--- config.mk ---
export PLATFORM = sky130hd
export DESIGN_NAME = alu_seq
export DESIGN_NICKNAME = d
export VERILOG_FILES = /design/src/rtl/alu_seq.sv
export SDC_FILE = /design/constraint.sdc
export NUM_CORES = 1
export LEC_CHECK = 0
export BUFFER_PORTS_ARGS = -buffer_cell sky130_fd_sc_hd__buf_2
export CORE_ASPECT_RATIO = 2
export CORE_MARGIN = 4
export CORE_UTILIZATION = 30
export CTS_CLUSTER_SIZE = 16
export DETAILED_ROUTE_END_ITERATION = 8
export PLACE_DENSITY_LB_ADDON = 0.2
export SETUP_SLACK_MARGIN = 0.2
export SYNTH_ARGS = -nofsm -noshare
export SYNTH_HDL_FRONTEND = slang
export SYNTH_SLANG_ARGS = --single-unit
--- constraint.sdc ---
create_clock -name clk -period 5.72 [get_ports clk]
set_input_delay 0 -clock clk [delete_from_list [all_inputs] [get_ports clk]]
set_output_delay 0 -clock clk [all_outputs]
set_load 0.03 [all_outputs]
--- src/rtl/alu_seq.sv ---
// alu_seq: handshaked execute-stage ALU with registered result and zero flag.
// Optional iterative shift-add multiplier, enabled by defining ALU_MUL_EN.
// Without ALU_MUL_EN, code 1000 is treated like any undefined code.
//
// state | meaning
// IDLE  | ready to accept a request
// BUSY  | multiply iterating, one shift-add step per cycle
// DONE  | result held on out/zero until out_ready
module alu_seq #(
    parameter int WIDTH = 64
) (
    input  logic             clk,
    input  logic             reset,
    input  logic             in_valid,
    output logic             in_ready,
    input  logic [WIDTH-1:0] A,
    input  logic [WIDTH-1:0] B,
    input  logic [3:0]       ALU_control,
    output logic             out_valid,
    input  logic             out_ready,
    output logic [WIDTH-1:0] out,
    output logic             zero,
    output logic             busy
);

    localparam int SH_W  = $clog2(WIDTH);
    localparam int CNT_W = $clog2(WIDTH) + 1;

    typedef enum logic [1:0] {
        IDLE = 2'd0,
        BUSY = 2'd1,
        DONE = 2'd2
    } state_t;

    state_t state, state_next;

    logic             accept;
    logic             is_mul;
    logic [WIDTH-1:0] res;
    logic             res_zero;
    logic [WIDTH-1:0] diff;
    logic             slt;
    logic [WIDTH-1:0] out_q;
    logic             zero_q;

    assign accept = in_valid && (state == IDLE);
    assign diff   = A - B;
    assign slt    = $signed(A) < $signed(B);

`ifdef ALU_MUL_EN
    logic [WIDTH-1:0] mcand;
    logic [WIDTH-1:0] mplier;
    logic [WIDTH-1:0] acc;
    logic [WIDTH-1:0] acc_next;
    logic [CNT_W-1:0] cnt;
    logic             mul_last;

    assign is_mul   = (ALU_control == 4'b1000);
    assign acc_next = mplier[0] ? (acc + mcand) : acc;
    assign mul_last = (state == BUSY) && (cnt == CNT_W'(1));
`else
    assign is_mul = 1'b0;
`endif

    // Single-cycle result computed straight from the request; captured at accept.
    always_comb begin
        res      = '0;
        res_zero = 1'b0;
        case (ALU_control)
            4'b0010: res = A + B;
            4'b0110: begin
                res      = diff;
                res_zero = (diff == '0);
            end
            4'b0000: res = A & B;
            4'b0001: res = A | B;
            4'b0111: begin
                res      = {{(WIDTH-1){1'b0}}, slt};
                res_zero = slt;
            end
            4'b0011: res = A ^ B;
            4'b0100: res = A << B[SH_W-1:0];
            4'b0101: res = A >> B[SH_W-1:0];
            default: ;
        endcase
    end

    // State register.
    always_ff @(posedge clk or posedge reset) begin
        if (reset) state <= IDLE;
        else       state <= state_next;
    end

    // Next-state decode.
    always_comb begin
        state_next = state;
        case (state)
            IDLE: if (in_valid) state_next = is_mul ? BUSY : DONE;
`ifdef ALU_MUL_EN
            BUSY: if (mul_last) state_next = DONE;
`endif
            DONE: if (out_ready) state_next = IDLE;
            default: state_next = IDLE;
        endcase
    end

    // Result and flag registers; written at a single-cycle accept or on the last multiply step.
    always_ff @(posedge clk or posedge reset) begin
        if (reset) begin
            out_q  <= '0;
            zero_q <= 1'b0;
        end else if (accept && !is_mul) begin
            out_q  <= res;
            zero_q <= res_zero;
        end
`ifdef ALU_MUL_EN
        else if (mul_last) begin
            out_q  <= acc_next;
            zero_q <= 1'b0;
        end
`endif
    end

`ifdef ALU_MUL_EN
    // Shift-add multiplier: multiplicand moves left, multiplier right, LSB first.
    always_ff @(posedge clk or posedge reset) begin
        if (reset) begin
            mcand  <= '0;
            mplier <= '0;
            acc    <= '0;
            cnt    <= '0;
        end else if (accept && is_mul) begin
            mcand  <= A;
            mplier <= B;
            acc    <= '0;
            cnt    <= CNT_W'(WIDTH);
        end else if (state == BUSY) begin
            acc    <= acc_next;
            mcand  <= mcand << 1;
            mplier <= mplier >> 1;
            cnt    <= cnt - 1'b1;
        end
    end

    assign busy = (state == BUSY);
`else
    assign busy = 1'b0;
`endif

    assign in_ready  = (state == IDLE);
    assign out_valid = (state == DONE);
    assign out       = out_q;
    assign zero      = zero_q;

endmodule

==> impl_metrics.prom <==
# TYPE chip_impl_metric gauge
chip_impl_info{name="run_status",value="finished clean"} 1
chip_impl_metric{name="synthMuxAreaShare",unit="%"} 15.7
chip_impl_metric{name="avgSynthCellArea",unit="sq um"} 6.95
chip_impl_metric{name="final_cell_count_no_fill",unit=""} 4109
chip_impl_info{name="synth_area_leaders",value="sky130_fd_sc_hd__ha_1 11%, sky130_fd_sc_hd__mux4_2 8.4%, sky130_fd_sc_hd__nor2_1 7.8%"} 1
chip_impl_metric{name="setup_slack",unit="ns"} 1.02
chip_impl_metric{name="totalNegativeSetupSlack",unit="ns"} 0
chip_impl_metric{name="dieArea",unit="sq um"} 76500
chip_impl_info{name="worst_r2r_start",value="state[1]"} 1
chip_impl_metric{name="critical_path_peak_fanout",unit=""} 16
chip_impl_metric{name="synth.lib_cells_used.distinct",unit=""} 91
chip_impl_metric{name="final_hold_viol_count",unit=""} 0
chip_impl_metric{name="final_nets",unit=""} 3523
chip_impl_metric{name="clk_path_buf_depth",unit=""} 2
chip_impl_metric{name="post_cts_repair_resize_count",unit=""} 0
chip_impl_metric{name="synth-edff-count",unit=""} 0
chip_impl_metric{name="grt_max_degree",unit=""} 127
chip_impl_metric{name="cts_inserted_buffers",unit=""} 9
chip_impl_metric{name="grt.overflow.total",unit=""} 0
chip_impl_metric{name="syn_to_final_growth",unit="%"} 11.7
chip_impl_metric{name="effective_utilization_at_floorplan",unit="%"} 30.4
chip_impl_metric{name="wire_length_of_the_first_global_routing_pass",unit="mm"} 217
chip_impl_metric{name="yosysWarningCount",unit=""} 0
chip_impl_metric{name="totalWireLength",unit="mm"} 159
chip_impl_metric{name="drt_iter0_markers",unit=""} 3466
chip_impl_metric{name="finalWorstPathRequiredPeriod",unit="ns"} 4.70
chip_impl_metric{name="die_h",unit="um"} 387
chip_impl_info{name="cts_root_buffer",value="sky130_fd_sc_hd__clkbuf_16"} 1
chip_impl_metric{name="post-place-ws",unit="ns"} 0.834
chip_impl_metric{name="cellLeakagePower",unit="nW"} 10.2
chip_impl_metric{name="floorplan.io_pins",unit=""} 204
chip_impl_metric{name="remaining_drc_errors",unit=""} 0
chip_impl_metric{name="place.detailed.hpwl",unit="mm"} 129
chip_impl_metric{name="synth_simple_gate_area_share",unit="%"} 20.2
chip_impl_info{name="reg2reg_to",value="zero"} 1
chip_impl_metric{name="gpl.final_weighted_congestion",unit=""} 1.07
chip_impl_metric{name="max_slew_headroom",unit="%"} 17.1
chip_impl_metric{name="fraction_of_the_mapped_netlist_area_in_compound_gates",unit="%"} 34.7
chip_impl_metric{name="mappedNetlistNets",unit=""} 3434
chip_impl_metric{name="post_synth_fa_ha_maj_area_fraction",unit="%"} 11.4
chip_impl_metric{name="numClockSinks",unit=""} 66
chip_impl_metric{name="die_width",unit="um"} 198
chip_impl_metric{name="drt_first_pass_iters",unit=""} 8
chip_impl_metric{name="detailroute.via_count",unit=""} 28000
chip_impl_metric{name="power-per-cell-area",unit="nW/um^2"} 192
chip_impl_metric{name="fin_skew",unit="ns"} 0.0223
chip_impl_metric{name="netlist.area_leader.share",unit="%"} 11.2
chip_impl_info{name="synth_top_family_by_area",value="compound AO/OA/AOI/OAI gates"} 1
chip_impl_metric{name="r2r_worst_path_depth",unit=""} 10
chip_impl_info{name="synthFlopType",value="sky130_fd_sc_hd__dfrtp_1"} 1
chip_impl_metric{name="maxClockFrequency",unit="MHz"} 213
chip_impl_metric{name="ys_seq_area_share",unit="%"} 7.66
chip_impl_info{name="timing.hold.worst.class",value="in2async"} 1
chip_impl_metric{name="timing.hold.ws",unit="ns"} 0.0846
chip_impl_metric{name="post_synthesis_share_of_cell_area_spent_on_xor_and_xnor_gates",unit="%"} 2.36
chip_impl_metric{name="max_slew.worst_pin.slew",unit="ns"} 1.24
chip_impl_metric{name="cap_violations",unit=""} 0
chip_impl_metric{name="clk_pin_slew",unit="ns"} 0.08
chip_impl_metric{name="worstSkewPairLatency",unit="ns"} 0.43
chip_impl_metric{name="synthArstFlopShare",unit="%"} 100
chip_impl_info{name="synth.top_cells.by_count",value="448 x sky130_fd_sc_hd__nor2_1, 317 x sky130_fd_sc_hd__a21oi_1, 246 x sky130_fd_sc_hd__o21ai_0, 201 x sky130_fd_sc_hd__inv_1"} 1
chip_impl_metric{name="reg2reg_setup_slack",unit="ns"} 1.73
chip_impl_info{name="criticalPathCategory",value="in2reg"} 1
chip_impl_metric{name="layout_cells_sized_above_1",unit="%"} 15.4
chip_impl_metric{name="filler_cell_count",unit=""} 7924
chip_impl_metric{name="ir_drop",unit="mV"} 0.231
chip_impl_metric{name="routed_antenna_nets",unit=""} 0
chip_impl_metric{name="min_period_over_period",unit="%"} 82.2
chip_impl_metric{name="crit_required",unit="ns"} 6.06
chip_impl_metric{name="floorplan.rows",unit=""} 138
chip_impl_metric{name="synthesis.instances",unit=""} 3103
chip_impl_metric{name="regArea",unit="sq um"} 1650
chip_impl_info{name="post-synth-top-area-cell",value="sky130_fd_sc_hd__ha_1"} 1
chip_impl_info{name="timing.critical_path.from_type",value="input port"} 1
chip_impl_metric{name="cts-htree-levels",unit=""} 3
chip_impl_metric{name="worstPathArrival",unit="ns"} 5.04
chip_impl_metric{name="wl_per_cell",unit="um"} 38.7
chip_impl_info{name="cp-end-kind",value="flip-flop"} 1
chip_impl_metric{name="io_buffers",unit=""} 202
chip_impl_metric{name="timing.final.max_slew_violations",unit=""} 0
chip_impl_metric{name="core_area",unit="sq um"} 71000
chip_impl_metric{name="placed_cells_incl_taps",unit=""} 4089
chip_impl_metric{name="initial_antenna_violation_count",unit=""} 10
chip_impl_metric{name="first_global_vias",unit=""} 27500
chip_impl_info{name="rsz0062_at_grt",value="no"} 1
chip_impl_metric{name="global_route.usage.total",unit="%"} 39.7
chip_impl_metric{name="post_synth_instance_area",unit="sq um"} 21600
chip_impl_metric{name="multiInputGateArea",unit="sq um"} 18300
chip_impl_metric{name="synth-seq-cells",unit=""} 66
chip_impl_metric{name="setup_viol_count_final",unit=""} 0
chip_impl_metric{name="route.detailed.vias_per_inst",unit=""} 6.81
chip_impl_info{name="count_leader_synth",value="sky130_fd_sc_hd__nor2_1"} 1
chip_impl_info{name="clock_tree_from_tritoncts",value="yes"} 1
==> report_power, final <==
group | internal (mW) | leakage [nW] | switching, mW
logic | 0.975 | 9.27 | 2.40
clock network | 0.299 | 0.127 | 0.303
registers | 0.576 | 0.806 | 0.0746
total | 1.85 | 10.2 | 2.77
==> layout by cell type, fill, tap and decap left out, types with 53 or more instances in the layout <==
cell | netlist | final
sky130_fd_sc_hd__nand2_1 | 193 | 192
sky130_fd_sc_hd__mux2i_1 | 128 | 128
sky130_fd_sc_hd__a221oi_1 | 66 | 66
sky130_fd_sc_hd__nor2_1 | 448 | 446
sky130_fd_sc_hd__nor3_1 | 60 | 58
sky130_fd_sc_hd__o21ai_0 | 246 | 245
sky130_fd_sc_hd__inv_1 | 201 | 197
sky130_fd_sc_hd__mux4_2 | 80 | 80
sky130_fd_sc_hd__dfrtp_1 | 66 | 66
sky130_fd_sc_hd__buf_4 | 1 | 112
sky130_fd_sc_hd__ha_1 | 193 | 193
sky130_fd_sc_hd__xnor2_1 | 53 | 53
sky130_fd_sc_hd__a21oi_1 | 317 | 317
sky130_fd_sc_hd__buf_2 | 21 | 198
sky130_fd_sc_hd__o211ai_1 | 54 | 54
==> worst max-delay path by stage <==
stage,start,end,slack [ns],depth (start not counted)
floorplan,B[2],zero,0.88,17
global placement,A[24],zero,0.81,14
detailed placement,A[24],zero,0.83,14
CTS,A[24],zero,1.28,14
global route,B[1],out[33],0.93,14
finish,A[24],zero,1.02,14
==> metrics by stage <==
step	cell area [sq um]	utilization (%)	total power, mW
floorplan	21600	-	2.48
global placement	23800	33.5	3.91
detailed placement	23800	33.5	3.89
CTS	24100	33.9	4.51
global route	24100	33.9	4.74
finish	24100	33.9	4.62
==> timing repair <==
action / CTS / global route
hold buffers: 2 / 0
setup buffers: 0 / 0
hold endpoints to repair: 18 / 0
==> routing by layer <==
metal / GRT usage [%] / wire [um] / vias up
met5: 0 / 12 / -
met4: 36.2 / 19100 / 2
met3: 6.89 / 11800 / 644
met2: 65.8 / 74200 / 1852
met1: 42.3 / 53700 / 13700
li1: - / - / 11800
==> logic make-up (layout without fill, tap and decap cells) <==
family | count (synthesis) | count (layout)
mux | 235 | 235
buf+inv | 447 | 539
simple gates | 960 | 960
fa+ha+maj | 195 | 195
xor+xnor | 58 | 58
compound gates | 1141 | 1141
flops | 66 | 66
other cells | 1 | 5
==> area by class of cell <==
cell class / count / area share (%)
well taps: 910 / 4.73
clock buffers: 11 / 1.01
inverters: 206 / 3.23
repair buffers: 319 / 8.20
multi-input cells: 2590 / 75.9
clock inverters: 3 / 0.0727
diodes: 4 / 0.0416
flip-flops and latches: 66 / 6.86
==> flip-flops by register name, indices dropped and copies added (netlist names) <==
name and flops:
zero 1, state 1, out 64
==> worst max-delay path: stages <==
cell,delay [ns]
sky130_fd_sc_hd__buf_2,0.28
sky130_fd_sc_hd__inv_1,0.08
sky130_fd_sc_hd__ha_1,0.70
sky130_fd_sc_hd__nor2b_1,0.16
sky130_fd_sc_hd__o211ai_1,0.32
sky130_fd_sc_hd__nand2_1,0.18
sky130_fd_sc_hd__a21oi_1,0.76
sky130_fd_sc_hd__nand4_1,0.51
sky130_fd_sc_hd__and4_1,0.35
sky130_fd_sc_hd__a211o_1,0.32
sky130_fd_sc_hd__mux2i_1,0.18
sky130_fd_sc_hd__or4_1,0.61
sky130_fd_sc_hd__a2111o_1,0.38
sky130_fd_sc_hd__o31ai_2,0.18
Power figures use the tool's default switching activity.
